<file path="src/rtl/imm_gen_pipe.sv">
// Pipelined RISC-V immediate generator: decodes I/S/B/U/J/shift-amount immediates,
// extends them to XLEN, and queues {immediate, fmt, tag} in a 2-entry output FIFO.
module imm_gen_pipe #(
  parameter int XLEN  = 64,
  parameter int TAG_W = 8
) (
  input  logic             clk_i,
  input  logic             rst_i,
  input  logic             flush_i,
  input  logic             in_valid_i,
  output logic             in_ready_o,
  input  logic [31:0]      instruction_i,
  input  logic [TAG_W-1:0] tag_i,
  output logic             out_valid_o,
  input  logic             out_ready_i,
  output logic [XLEN-1:0]  immediate_o,
  output logic [2:0]       fmt_o,
  output logic [TAG_W-1:0] tag_o
);
  localparam logic [2:0] FMT_I = 3'd0, FMT_S = 3'd1, FMT_B = 3'd2, FMT_U = 3'd3,
                         FMT_J = 3'd4, FMT_SHAMT = 3'd5, FMT_NONE = 3'd7;

  typedef struct packed {
    logic [XLEN-1:0]  imm;
    logic [2:0]       fmt;
    logic [TAG_W-1:0] tag;
  } entry_t;

  logic [31:0]     ins;
  logic [31:0]     raw;
  logic [2:0]      dec_fmt;
  logic            is_sh;
  logic [XLEN-1:0] dec_imm;

  assign ins = instruction_i;

  // Every format is first assembled as a 32-bit value whose bit 31 equals
  // instruction bit 31 (or 0 for shamt), then widened uniformly to XLEN.
  always_comb begin
    raw     = '0;
    dec_fmt = FMT_NONE;
    is_sh   = (ins[14:12] == 3'b001) || (ins[14:12] == 3'b101);
    case (ins[6:0])
      7'b0010011: begin
        if (is_sh) begin
          dec_fmt = FMT_SHAMT;
          raw     = {26'b0, (XLEN == 64) ? ins[25] : 1'b0, ins[24:20]};
        end else begin
          dec_fmt = FMT_I;
          raw     = {{20{ins[31]}}, ins[31:20]};
        end
      end
      7'b0000011, 7'b1100111: begin
        dec_fmt = FMT_I;
        raw     = {{20{ins[31]}}, ins[31:20]};
      end
      7'b0011011: begin
        if (XLEN == 64) begin
          if (is_sh) begin
            dec_fmt = FMT_SHAMT;
            raw     = {27'b0, ins[24:20]};
          end else begin
            dec_fmt = FMT_I;
            raw     = {{20{ins[31]}}, ins[31:20]};
          end
        end
      end
      7'b0100011: begin
        dec_fmt = FMT_S;
        raw     = {{20{ins[31]}}, ins[31:25], ins[11:7]};
      end
      7'b1100011: begin
        dec_fmt = FMT_B;
        raw     = {{19{ins[31]}}, ins[31], ins[7], ins[30:25], ins[11:8], 1'b0};
      end
      7'b0110111, 7'b0010111: begin
        dec_fmt = FMT_U;
        raw     = {ins[31:12], 12'b0};
      end
      7'b1101111: begin
        dec_fmt = FMT_J;
        raw     = {{11{ins[31]}}, ins[31], ins[19:12], ins[20], ins[30:21], 1'b0};
      end
      default: ;
    endcase
    dec_imm       = {XLEN{raw[31]}};
    dec_imm[31:0] = raw;
  end

  entry_t     mem_q [2];
  entry_t     head;
  logic       rd_q, rd_d, wr_q, wr_d;
  logic [1:0] cnt_q, cnt_d;
  logic       push, pop;

  assign in_ready_o  = (cnt_q != 2'd2) & ~rst_i;
  assign out_valid_o = (cnt_q != 2'd0) & ~rst_i;
  assign push        = in_valid_i & in_ready_o;
  assign pop         = out_valid_o & out_ready_i;

  always_comb begin
    rd_d  = rd_q;
    wr_d  = wr_q;
    cnt_d = cnt_q;
    if (flush_i) begin
      rd_d  = 1'b0;
      wr_d  = 1'b0;
      cnt_d = 2'd0;
    end else begin
      if (push) wr_d = ~wr_q;
      if (pop)  rd_d = ~rd_q;
      cnt_d = cnt_q + {1'b0, push} - {1'b0, pop};
    end
  end

  always_ff @(posedge clk_i) begin
    if (rst_i) begin
      rd_q  <= 1'b0;
      wr_q  <= 1'b0;
      cnt_q <= 2'd0;
    end else begin
      rd_q  <= rd_d;
      wr_q  <= wr_d;
      cnt_q <= cnt_d;
    end
  end

  // Storage needs no reset: entries are only observable through cnt_q.
  always_ff @(posedge clk_i) begin
    if (push && !flush_i) mem_q[wr_q] <= '{imm: dec_imm, fmt: dec_fmt, tag: tag_i};
  end

  assign head        = mem_q[rd_q];
  assign immediate_o = out_valid_o ? head.imm : '0;
  assign fmt_o       = out_valid_o ? head.fmt : FMT_NONE;
  assign tag_o       = out_valid_o ? head.tag : '0;
endmodule

</file>
<file path="config.mk">
export PLATFORM = sky130hd
export DESIGN_NAME = imm_gen_pipe
export DESIGN_NICKNAME = d
export VERILOG_FILES = /design/src/rtl/imm_gen_pipe.sv
export SDC_FILE = /design/constraint.sdc
export NUM_CORES = 1
export LEC_CHECK = 0
export CAP_MARGIN = 15
export CORE_ASPECT_RATIO = 1.75
export CORE_MARGIN = 2
export CORE_UTILIZATION = 30
export CTS_BUF_LIST = sky130_fd_sc_hd__clkbuf_8 sky130_fd_sc_hd__clkbuf_16
export DETAILED_ROUTE_END_ITERATION = 10
export SYNTH_ARGS = -nofsm -noshare
export SYNTH_HDL_FRONTEND = slang
export SYNTH_SLANG_ARGS = --single-unit
</file>
<file path="constraint.sdc">
create_clock -name clk_i -period 5.7 [get_ports clk_i]
set_clock_uncertainty 0.1 [all_clocks]
set_input_delay 0.855 -clock clk_i [delete_from_list [all_inputs] [get_ports clk_i]]
set_output_delay 0.855 -clock clk_i [all_outputs]
set_load 0.01 [all_outputs]
</file>
==> impl_results.rst <==
.. list-table::
   :header-rows: 1

   * - Metric
     - Value
   * - Number of max-cap violations
     - 0
   * - Total die area
     - 0.0153 mm²
   * - Total grt overflow
     - 0
   * - Master cell of the clock root buffer
     - clkbuf_16
   * - Setup repair after global routing missed its margin
     - false
   * - Pre-Repair DR Iteration Count
     - 4
   * - Area added between synthesis and finish
     - 33.8%
   * - Register clock-pin slew on the reported worst setup and hold paths
     - 70 ps
   * - Minimum period implied by the final worst setup slack
     - 4030 ps
   * - Result of the run
     - finished clean
   * - Seq cells post-synth
     - 91
   * - Crit path required time
     - 4740 ps
   * - IR drop worst, VDD
     - 0.154 mV
   * - Vias/cell
     - 4.66
   * - Mean routed wirelength per cell
     - 16.6 µm
   * - Area after DPL
     - 0.00546 mm²
   * - Critical path peak fanout
     - 33
   * - Total DRC errors in the routed layout
     - 0
   * - Setup slack, reg-to-reg
     - 3260 ps
   * - Cell repeated most along the worst path
     - clkdlybuf4s50_1
   * - Last element of the critical path
     - immediate_o[36]
   * - Number of nets produced by synthesis
     - 362
   * - Cells along the critical path
     - clkdlybuf4s50_1 > inv_1 > o21ai_4 > nor2_2 > clkdlybuf4s50_1
   * - Power Density
     - 243 mW/mm²
   * - Main flop type after synthesis
     - edfxtp_1
   * - Largest net degree at the start of global routing
     - 44
   * - Count of cell types in the netlist
     - 45
   * - Final standard cell count with taps included and fillers excluded
     - 587
   * - Slowest stage cell on the critical path
     - nor2_2
   * - Post-Syn Area
     - 0.00428 mm²
   * - Number of setup buffers added after CTS
     - 0
   * - Clk_lat worst skew
     - 340 ps
   * - Maximum root-to-sink buffer count
     - 2
   * - Part of the cycle the worst path needs
     - 0.707
   * - Cells on worst reg2reg path
     - 10
   * - Critical path start-end classification
     - in -> out
   * - Leakage
     - 1.89 nW
   * - Clock tree from TritonCTS
     - yes
   * - Slew headroom
     - 0.319
   * - Via count of the first global-routing pass
     - 2843
   * - Gates resized, CTS repair
     - 0
   * - Final-report setup violation count
     - 0
   * - Antenna viol nets, final
     - 0
   * - Share of flip-flops with an asynchronous set or reset after synthesis
     - 0
   * - Starting DRC count in detailed routing
     - 155
   * - Post-Place Cells
     - 572
   * - Global routing usage summed across all routing layers
     - 0.133
   * - TritonCTS buffer count
     - 9
   * - Reg-to-Reg End
     - cnt_q[1]$_SDFF_PP0_
   * - Global placer's final weighted congestion
     - 0.916
   * - Count of flip-flops with a built-in enable after synthesis
     - 86
   * - Placeable core region
     - 0.0139 mm²
   * - Vias
     - 2733
   * - Global-route wire length before repair
     - 15000 µm
   * - Number of top-level pins
     - 122
   * - Crit path launch
     - rst_i
   * - Cell count after synthesis
     - 315
   * - Initial standard-cell utilization of the core
     - 0.308
   * - Worst R2R Start
     - cnt_q[1]$_SDFF_PP0_
   * - Startpoint kind of the worst setup timing path
     - input pin
   * - Fraction of final layout cells sized beyond drive strength 1
     - 0.105
   * - Maximum clock rate
     - 0.248 GHz
   * - IO buf count
     - 121
   * - Final layout net count
     - 453
   * - Yosys synthesis warning count
     - 0
   * - Hold Crit Depth
     - 2
   * - HPWL Detailed
     - 6600 µm
   * - FP Rows
     - 57
   * - Horizontal die dimension
     - 94.3 µm
   * - Area of all placed cells without fillers
     - 0.00573 mm²
   * - Pins Over Slew Limit
     - 0
   * - Seq/Total Area, Yosys
     - 0.627
   * - Sink Count
     - 91
   * - Overall Power
     - 1.39 mW
   * - Total wire length
     - 9750 µm
   * - Critical Path Sink Type
     - output pin
   * - Type of the worst min-delay path
     - reg -> reg
   * - # diodes
     - 0
   * - Initial antenna violation count
     - 0
   * - Level count of the clock H-tree
     - 3
   * - Count of final hold-check violations
     - 0
   * - Post-Synthesis Mean Instance Area
     - 13.6 µm²
   * - Arrival time at the worst endpoint
     - 3080 ps
   * - Die boundary height
     - 162 µm
   * - Crit-path max cell delay
     - 760 ps
   * - Setup TNS after final layout
     - 0 ps
   * - Worst-Margin Slew
     - 1020 ps
   * - Post-CTS Hold Fix Bufs
     - 0
layout by cell type (no fill, tap or decap), drive strengths merged, types with 2 or more instances in the layout:
cell	n
clkdlybuf4s50	121
edfxtp	86
mux2i	43
nor2	43
a21o	19
clkbuf	9
inv	9
and2	7
nand2	6
nor3	6
a22o	5
dfxtp	5
buf	4
nor3b	4
o21ai	4
nand4	3
xnor2	3
a211o	3
nand3b	2
nand3	2
o21a	2
nor2b	2
ha	2
clkinvlp	2
or3	2
a31oi	2
kinds of logic after synthesis:
logic type	share of synthesized area
buffers and inverters	0.0786
xor gates and xnor gates	0.00818
adders and majority gates	0.00584
and+or+nand+nor	0.0970
AOI/OAI and AO/OA	0.0833
muxes	0.101
DFF	0.627
stage by stage:
step / util / setup slack, ps / hold slack, ps
2_1_floorplan: - / 794 / 418
3_5_place_dp: 0.392 / 1610 / 441
3_3_place_gp: 0.392 / 1720 / 433
5_1_grt: 0.412 / 1430 / 503
6_report: 0.412 / 1670 / 450
4_1_cts: 0.412 / 1610 / 451
synth_stat cells (5+ instances only):
master | instances | share of area
a21o_1 | 8 | 0.014
a21o_2 | 11 | 0.023
a22o_1 | 5 | 0.010
and2_1 | 7 | 0.010
buf_4 | 32 | 0.056
clkbuf_1 | 6 | 0.0053
dfxtp_1 | 5 | 0.023
edfxtp_1 | 86 | 0.60
inv_1 | 6 | 0.0053
mux2i_1 | 43 | 0.10
nand2_1 | 6 | 0.0053
nor2_1 | 43 | 0.038
nor3_1 | 6 | 0.0070
cell type report:
| class | count | area (µm²) |
|---|---|---|
| Tap cell | 177 | 221 |
| Clock inverter | 6 | 48.8 |
| Inverter | 6 | 22.5 |
| Clock buffer | 9 | 225 |
| Fill cell | 1324 | 8180 |
| Sequential cell | 91 | 2680 |
| Timing Repair Buffer | 125 | 1240 |
| Multi-Input combinational cell | 173 | 1290 |
sequential cells by signal (all words and copies together), names as in the netlist, named ones only:
signal / count
cnt_q: 2
mem_q: 86
rd_q: 1
wr_q: 1
metal layers:
metal / global-route usage / share of wire
met5: 0 / 0
met2: 0.252 / 0.55
met1: 0.132 / 0.37
met3: 0.0315 / 0.063
met4: 0.0639 / 0.023
worst max-delay path, delay by kind of cell:
kind	cells	cell delay [ps]
simple gates	1	760
buf+inv	3	1370
compound gates	1	80
power breakdown:
part           internal [mW]  leakage, nW  switching (mW)
clock                  0.298        0.130           0.259
sequential             0.736        0.835         0.00248
combinational         0.0503        0.926          0.0452
worst min path at each step:
stage | from | end | slack (ps)
3_3_place_gp | rd_q$_SDFFE_PP0P_ | rd_q$_SDFFE_PP0P_ | 430
3_5_place_dp | rd_q$_SDFFE_PP0P_ | rd_q$_SDFFE_PP0P_ | 440
2_1_floorplan | rd_q$_SDFFE_PP0P_ | flip-flop | 420
4_1_cts | rd_q$_SDFFE_PP0P_ | rd_q$_SDFFE_PP0P_ | 450
6_report | rd_q$_SDFFE_PP0P_ | rd_q$_SDFFE_PP0P_ | 450
5_1_grt | rd_q$_SDFFE_PP0P_ | rd_q$_SDFFE_PP0P_ | 500
Note: power is estimated with default switching activity, not from simulation.
